===== config.mk =====
export PLATFORM = sky130hd
export DESIGN_NAME = sram_like_arbiter
export DESIGN_NICKNAME = d
export VERILOG_FILES = /design/src/rtl/cpu_bus_pkg.sv /design/src/rtl/sram_like_arbiter_owner_fifo.sv /design/src/rtl/sram_like_arbiter.sv
export SDC_FILE = /design/constraint.sdc
export NUM_CORES = 1
export LEC_CHECK = 0
export BUFFER_PORTS_ARGS = -buffer_cell sky130_fd_sc_hd__buf_2
export CAP_MARGIN = 0
export CORE_AREA = 2 2 123 125
export CTS_CLUSTER_DIAMETER = 40
export DETAILED_ROUTE_END_ITERATION = 8
export DIE_AREA = 0 0 125 127
export HOLD_SLACK_MARGIN = 0.02
export PLACE_DENSITY_LB_ADDON = 0.3
export SLEW_MARGIN = 20
export SYNTH_ARGS = -nofsm -noshare
export SYNTH_HDL_FRONTEND = slang
export SYNTH_SLANG_ARGS = --single-unit

===== constraint.sdc =====
create_clock -name clk -period 2.4 [get_ports clk]
set_clock_uncertainty 0.2 [all_clocks]
set_input_delay 0.6 -clock clk [delete_from_list [all_inputs] [get_ports clk]]
set_output_delay 0.6 -clock clk [all_outputs]
set_load 0.02 [all_outputs]

===== src/rtl/cpu_bus_pkg.sv =====
// Shared CPU bus definitions: transaction owner tags, access sizes and
// the arbiter FSM encoding.
package cpu_bus_pkg;

    localparam logic OWNER_INST = 1'b0;
    localparam logic OWNER_DATA = 1'b1;

    localparam logic [1:0] SIZE_B = 2'd0;
    localparam logic [1:0] SIZE_H = 2'd1;
    localparam logic [1:0] SIZE_W = 2'd2;

    typedef enum logic {
        ARB_IDLE   = 1'b0,
        ARB_LOCKED = 1'b1
    } arb_state_t;

endpackage


===== src/rtl/sram_like_arbiter_owner_fifo.sv =====
// In-order FIFO of transaction owners; no push-to-pop bypass, async reset.
module owner_fifo #(
    parameter int unsigned DEPTH = 2,
    parameter int unsigned WIDTH = 1,
    localparam int unsigned PW   = (DEPTH > 1) ? $clog2(DEPTH) : 1,
    localparam int unsigned CW   = $clog2(DEPTH + 1)
) (
    input  logic             clk,
    input  logic             reset,
    input  logic             push,
    input  logic             pop,
    input  logic [WIDTH-1:0] din,
    output logic [WIDTH-1:0] dout,
    output logic             full,
    output logic             empty,
    output logic [CW-1:0]    count
);

    logic [WIDTH-1:0] mem [DEPTH];
    logic [PW-1:0]    rd_ptr;
    logic [PW-1:0]    wr_ptr;
    logic             push_ok;
    logic             pop_ok;

    assign full    = (count == CW'(DEPTH));
    assign empty   = (count == '0);
    assign push_ok = push & ~full;
    assign pop_ok  = pop & ~empty;
    assign dout    = mem[rd_ptr];

    always_ff @(posedge clk) begin
        if (push_ok) begin
            mem[wr_ptr] <= din;
        end
    end

    always_ff @(posedge clk or posedge reset) begin
        if (reset) begin
            rd_ptr <= '0;
            wr_ptr <= '0;
            count  <= '0;
        end else begin
            if (push_ok) begin
                wr_ptr <= (wr_ptr == PW'(DEPTH - 1)) ? '0 : wr_ptr + 1'b1;
            end
            if (pop_ok) begin
                rd_ptr <= (rd_ptr == PW'(DEPTH - 1)) ? '0 : rd_ptr + 1'b1;
            end
            case ({push_ok, pop_ok})
                2'b10:   count <= count + CW'(1);
                2'b01:   count <= count - CW'(1);
                default: count <= count;
            endcase
        end
    end

endmodule


===== src/rtl/sram_like_arbiter.sv =====
// Shares one sram-like port between the instruction and data masters;
// grants lock until addr_ok and responses are routed in order via owner_fifo.
module sram_like_arbiter
    import cpu_bus_pkg::*;
#(
    parameter int unsigned ADDR_W  = 32,
    parameter int unsigned DATA_W  = 32,
    parameter int unsigned MAX_OUT = 2
) (
    input  logic              clk,
    input  logic              reset,

    input  logic              inst_req,
    input  logic              inst_wr,
    input  logic [1:0]        inst_size,
    input  logic [3:0]        inst_wstrb,
    input  logic [ADDR_W-1:0] inst_addr,
    input  logic [DATA_W-1:0] inst_wdata,
    output logic              inst_addr_ok,
    output logic              inst_data_ok,
    output logic [DATA_W-1:0] inst_rdata,

    input  logic              data_req,
    input  logic              data_wr,
    input  logic [1:0]        data_size,
    input  logic [3:0]        data_wstrb,
    input  logic [ADDR_W-1:0] data_addr,
    input  logic [DATA_W-1:0] data_wdata,
    output logic              data_addr_ok,
    output logic              data_data_ok,
    output logic [DATA_W-1:0] data_rdata,

    output logic              mem_req,
    output logic              mem_wr,
    output logic [1:0]        mem_size,
    output logic [3:0]        mem_wstrb,
    output logic [ADDR_W-1:0] mem_addr,
    output logic [DATA_W-1:0] mem_wdata,
    input  logic              mem_addr_ok,
    input  logic              mem_data_ok,
    input  logic [DATA_W-1:0] mem_rdata,

    output logic              err_orphan
);

    localparam int unsigned CW = $clog2(MAX_OUT + 1);

    arb_state_t    state, state_nxt;
    logic          lock_owner, lock_owner_nxt;
    logic          sel_owner;
    logic          sel_is_data;
    logic          sel_req;
    logic          addr_hs;
    logic          resp_pop;
    logic          head_owner;
    logic          fifo_full;
    logic          fifo_empty;
    logic [CW-1:0] fifo_count;

    // While locked the owner keeps the port even if the other master asks.
    assign sel_owner   = (state == ARB_LOCKED) ? lock_owner
                                               : (data_req ? OWNER_DATA : OWNER_INST);
    assign sel_is_data = (sel_owner == OWNER_DATA);
    assign sel_req     = sel_is_data ? data_req : inst_req;

    assign mem_req   = ~reset & ~fifo_full & sel_req;
    assign mem_wr    = sel_is_data ? data_wr    : inst_wr;
    assign mem_size  = sel_is_data ? data_size  : inst_size;
    assign mem_wstrb = sel_is_data ? data_wstrb : inst_wstrb;
    assign mem_addr  = sel_is_data ? data_addr  : inst_addr;
    assign mem_wdata = sel_is_data ? data_wdata : inst_wdata;

    assign addr_hs      = mem_req & mem_addr_ok;
    assign inst_addr_ok = addr_hs & ~sel_is_data;
    assign data_addr_ok = addr_hs &  sel_is_data;

    assign resp_pop     = ~reset & mem_data_ok & (|fifo_count);
    assign inst_data_ok = resp_pop & (head_owner == OWNER_INST);
    assign data_data_ok = resp_pop & (head_owner == OWNER_DATA);
    assign inst_rdata   = mem_rdata;
    assign data_rdata   = mem_rdata;

    owner_fifo #(
        .DEPTH (MAX_OUT),
        .WIDTH (1)
    ) u_owner_fifo (
        .clk   (clk),
        .reset (reset),
        .push  (addr_hs),
        .pop   (resp_pop),
        .din   (sel_owner),
        .dout  (head_owner),
        .full  (fifo_full),
        .empty (fifo_empty),
        .count (fifo_count)
    );

    always_comb begin
        state_nxt      = state;
        lock_owner_nxt = lock_owner;
        case (state)
            ARB_IDLE: begin
                if (mem_req && !mem_addr_ok) begin
                    state_nxt      = ARB_LOCKED;
                    lock_owner_nxt = sel_owner;
                end
            end
            ARB_LOCKED: begin
                // A dropped req is a protocol violation; release without a handshake.
                if (!sel_req || addr_hs) begin
                    state_nxt = ARB_IDLE;
                end
            end
            default: state_nxt = ARB_IDLE;
        endcase
    end

    always_ff @(posedge clk or posedge reset) begin
        if (reset) begin
            state      <= ARB_IDLE;
            lock_owner <= OWNER_INST;
            err_orphan <= 1'b0;
        end else begin
            state      <= state_nxt;
            lock_owner <= lock_owner_nxt;
            if (mem_data_ok && fifo_empty) begin
                err_orphan <= 1'b1;
            end
        end
    end

endmodule

# Yosys cells after proc, flatten, opt, wreduce, memory -nomap -nowiden
# Memories as Yosys holds them, arrays and structs flattened.
# Cells that the tools add are included.
# Widths: inputs -> output; s select.
dict set report op_classes {
  n_addsub 4
  eq_ne 3
  n_mux 16
  bitwise_logic 17
  n_reduce_logical 9
}
# op n
set ops {}
lappend ops {{$mux 32} 2}
lappend ops {{$and 1x1->1} 11}
lappend ops {{$mux 1} 10}
lappend ops {{$not 1->1} 6}
lappend ops {{$eq 2x2->1 const B} 2}
lappend ops {{$mux 4} 1}
lappend ops {{$pmux 2 s2} 1}
lappend ops {{$add 1x1->1 const B} 2}
lappend ops {{$add 2x1->2 const B} 1}
lappend ops {{$eq 2x1->1 const B} 1}
lappend ops {{$logic_and 1x1->1} 2}
lappend ops {{$logic_not 1->1} 2}
lappend ops {{$logic_not 2->1} 1}
lappend ops {{$mux 2} 1}
lappend ops {{$pmux 1 s2} 1}
lappend ops {{$reduce_and 2->1} 1}
lappend ops {{$reduce_bool 2->1} 1}
lappend ops {{$reduce_or 2->1} 1}
lappend ops {{$sub 2x1->2 const B} 1}
lappend ops {{$logic_or 1x1->1} 1}
dict set report word_totals {
  ff_bits 7
  ramBits 2
  in_bits 180
  out_inout_bits 141
  elab_cells 56
  memories 1
}
# memory depth word_bits read_ports rd_ports_with_merged_regs write_ports line
set mem_list {}
lappend mem_list {u_owner_fifo.mem 2 1 1 0 1 sram_like_arbiter_owner_fifo.sv:19} ;# logic [WIDTH-1:0] mem [DEPTH];

# Depth between registers and ports, before layout
dict set report logic_depth {
  word_depth 8
  mapped_depth 8
}

# By module
# From an unflattened synthesis, not the netlist that was laid out.
dict set report unflattened {
  hier_cells 188
  hier_area_um2 1888.1
}
# module n_inst cells_per_inst area_per_inst_um2 seq_area_each_um2
set by_module_without_submodules {}
lappend by_module_without_submodules {sram_like_arbiter 1 166 1616.6 75.1}
lappend by_module_without_submodules {owner_fifo 1 22 271.5 160.2}

# Least setup slack after synthesis
# Ideal clock, no wire load.
dict set report synth_timing {
  path_type {input to output}
  from {input port reset}
  to {output port data_addr_ok}
  arrival_time_ps 1639
  t_required_ps 1600
  path_slack_ps -39
  cell_stages 4
  path_buffers 1
  cell_sequence {or2_4 or3_1 buf_6 nor2_1}
}
dict set report synth_between {
  elab_chain_cells 5
}
# element line
set synth_rtl {}
lappend synth_rtl {{start: declaration} sram_like_arbiter.sv:11} ;# input logic reset,
lappend synth_rtl {{$not 1->1} sram_like_arbiter.sv:66} ;# assign mem_req = ~reset & ~fifo_full & sel_req;
lappend synth_rtl {{$and 1x1->1 (2 in a row)} sram_like_arbiter.sv:66}
lappend synth_rtl {{$and 1x1->1} sram_like_arbiter.sv:73} ;# assign addr_hs = mem_req & mem_addr_ok;
lappend synth_rtl {{$and 1x1->1} sram_like_arbiter.sv:75} ;# assign data_addr_ok = addr_hs & sel_is_data;
lappend synth_rtl {{end: declaration} sram_like_arbiter.sv:29} ;# output logic data_addr_ok,
# Every way passes these cells.

# Worst setup path in the final report
dict set report layout_timing {
  from {input port data_req}
  to {output port mem_addr[7]}
}
dict set report layout_between {
  elab_chain_cells 3
}
# element line
set layout_rtl {}
lappend layout_rtl {{start: declaration} sram_like_arbiter.sv:23} ;# input logic data_req,
lappend layout_rtl {{$mux 1} sram_like_arbiter.sv:62} ;# : (data_req ? OWNER_DATA : OWNER_INST);
lappend layout_rtl {{$mux 1} sram_like_arbiter.sv:61} ;# assign sel_owner = (state == ARB_LOCKED) ? lock_owner
lappend layout_rtl {{$mux 32} sram_like_arbiter.sv:70} ;# assign mem_addr = sel_is_data ? data_addr : inst_addr;
lappend layout_rtl {{end: declaration} sram_like_arbiter.sv:37} ;# output logic [ADDR_W-1:0] mem_addr,
# Every way passes these cells.

==> flow_summary.yaml <==
pwr:
  leakage_nw: 2.01
  p_int_mw: 1.82
  peakVddDrop_mv: 0.279
  seq_power_share: 0.086
  power_frac_clock: 0.098
  powerDensity_nw_per_um2: 796
  switching_share: 0.389
  p_comb_frac: 0.816
  switching_power_mw: 1.16
die:
  io-pin-count: 321
  start_util: 0.125
  die_area_um2: 15900
  core_um2: 14400
  die_h_um: 127
  rows: 44
  dieWidth_um: 125
synth:
  syn_avg_cell_area_um2: 9.46
  synth_edf_count: 2
  synth_ff_type: "dfrtp_1"
  netlist_instances: 190
  synth_largest_area_cell: "mux2_2"
  synth_nets: 371
  ys_warn_count: 0
  ys_types: 29
  synth_top_area_frac: 0.414
  mappedNetlistArea_um2: 1800
  synth_seq_cells: 9
  synthTopCellsByArea: "mux2_2 41%, buf_4 27%, dfrtp_1 9.7%"
  async_flop_share: 0.778
  yosysSeqAreaShare: 0.131
routing:
  num_vias: 2046
  wl_per_cell_um: 16.0
  vias_per_cell: 3.69
  drtAntennaViolNets: 0
  drt_iter0_drc: 29
  first_pass_iters: 3
  finalWirelength_mm: 8.90
  drc_errors: 0
critical_path:
  crit_arrival_ps: 1800
  r2r_start: "state"
  critical_path.max_fanout: 4
  critical_path_class: "primary input to primary output"
  critPathLaunchType: "primary input"
  rr_worst_depth: 8
  crit_path_start: "data_req"
  cp.required_ps: 1600
  worstSetupEndpointType: "primary output"
cells_and_area:
  antennaDiodeCount: 0
  fillerInstances: 1562
  nNetsFinal: 553
  layout-drive-gt1-share: 0.892
  final_util: 0.259
  area_delta_synth_final_pct: 108
min_path:
  holdCritStartpoint: "err_orphan"
  hold_class: "flip-flop to flip-flop"
  min_path_cells: 1
clock_tree:
  holdBufCountCts: 0
  clock-root-buffer: "clkbuf_16"
  cts_buffers: 3
  clock_sinks: 9
  max-clock-path-buffers: 2
  cts-htree-levels: 1
  clk_latency_ps: 230
  cts_tree: "yes"
  clkTransAtPathRegs_ps: 40
sta:
  grt_setup_unrepaired: "true"
  max_freq_mhz: 384
  max-slew-margin-rel: 0.791
  maxSlewViolCount: 0
  worst_slack_ps: -204
  hold_viol: 0
  layout_min_cycle_time_ps: 2600
  setup-violations-final: 73
  worstMarginPinSlew_ps: 313
  fin_crit_sh: 1.09
status:
  violations: "negative setup slack"
  status: "complete, but fails checks"
placement:
  dp_hpwl_mm: 6.37
  port_buffers: 224
  globalplace.congestion: 0.785
  post-place-ws_ps: -256
grt:
  grt_overflow_total: 0
  grt_pass1_vias: 2044
  grt_pass1_wl_mm: 11.2
  grt_start_max_net_pins: 20
  grt_use_total: 0.0888
  antenna_found_initial: 0
run:
  drv_cap: 0
==> critical path, stage by stage <==
cell and delay, ps:
buf_6 100, nand2b_4 60, and2_4 160, inv_6 40, buf_12 120, buf_12 130
clkbuf_16 160, mux2_4 300, buf_6 130
==> logic make-up (layout without fill, tap and decap cells) <==
logic type,count (synthesis),in the layout,share of synthesized area
adder cells (fa/ha/maj),1,1,0.00696
multiplexers,72,72,0.451
AO/OA/AOI/OAI,7,7,0.0293
AND/OR/NAND/NOR,18,18,0.0481
flip-flops,9,9,0.131
XOR/XNOR,5,5,0.0286
buffers and inverters,78,259,0.306
==> power by group through the flow <==
stage               Combinational [mW]  Clock, mW  Sequential (mW)
global route                      2.55      0.309            0.264
CTS                               2.07      0.297            0.256
floorplan                         1.13          0            0.263
detailed placement                1.53          0            0.256
finish                            2.43      0.291            0.256
global placement                  1.52          0            0.254
==> area by class of cell <==
class | instances | area, µm² | share of cell area
flip-flops and latches | 9 | 235 | 0.0629
multi-input cells | 103 | 1270 | 0.338
well taps | 184 | 230 | 0.0615
clock buffers | 4 | 78.8 | 0.0211
repair buffers | 249 | 1900 | 0.509
inverters | 6 | 27.5 | 0.00736
==> metrics by stage <==
stage               area [µm²]  cells  hold slack, ps  power (mW)  setup TNS (ps)
detailed placement        2730    537             243        1.79          -13960
CTS                       3320    551             251        2.63          -12870
floorplan                 1800    190             212        1.40           -78.5
finish                    3740    555             247        2.98          -12210
global route              3740    555             302        3.12          -16360
global placement          2730    537             243        1.77          -13850
==> cell usage in the layout, fill, tap and decap left out, types with 2 or more instances in the layout <==
master / synthesis / final
buf_2: 7 / 162
buf_6: 1 / 63
nor2_1: 10 / 9
inv_1: 5 / 5
mux2_4: 0 / 60
dfrtp_1: 7 / 7
clkbuf_16: 0 / 6
buf_4: 64 / 12
buf_16: 0 / 5
mux2_2: 66 / 11
edfxtp_1: 2 / 2
xnor2_1: 3 / 3
buf_12: 0 / 4
==> per-layer routing <==
metal / part of all wire / vias up / track usage / wire [µm]
li1: - / 949 / - / -
met1: 0.41 / 959 / 0.112 / 3610
met2: 0.52 / 136 / 0.156 / 4580
met3: 0.078 / 2 / 0.0276 / 690
met4: 0.0021 / 0 / 0.00523 / 19
met5: 0 / - / 0 / 0
==> synthesized netlist by cell type, types with 2 or more instances <==
library cell and number:
mux2_2 66, xnor2_1 3, inv_1 5, buf_4 64, edfxtp_1 2, dfrtp_1 7
nor2_1 10, and2_1 2, buf_2 7, mux2_1 5
==> state kept, by name, summed over array words and instances, names as in the netlist <==
signal / flops
u_owner_fifo.count: 2
u_owner_fifo.mem: 2
err_orphan: 1
lock_owner: 1
state: 1
u_owner_fifo.rd_ptr: 1
u_owner_fifo.wr_ptr: 1
==> final timing paths <==
kind,slack (ps),end
max in group asynchronous,1590,u_owner_fifo.rd_ptr
min in group asynchronous,290,lock_owner
hold / removal,250,err_orphan
hold reg to reg,250,err_orphan
setup / recovery,-200,mem_addr[7]
setup reg to reg,180,u_owner_fifo.count[1]
==> timing repair <==
action / in CTS / in global routing
setup endpoints to repair: 73 / 75
setup buffers: 6 / 1
cloned: 4 / 3
pin swaps: 2 / 1
resized for setup: 98 / 101
Power figures use the tool's default switching activity.
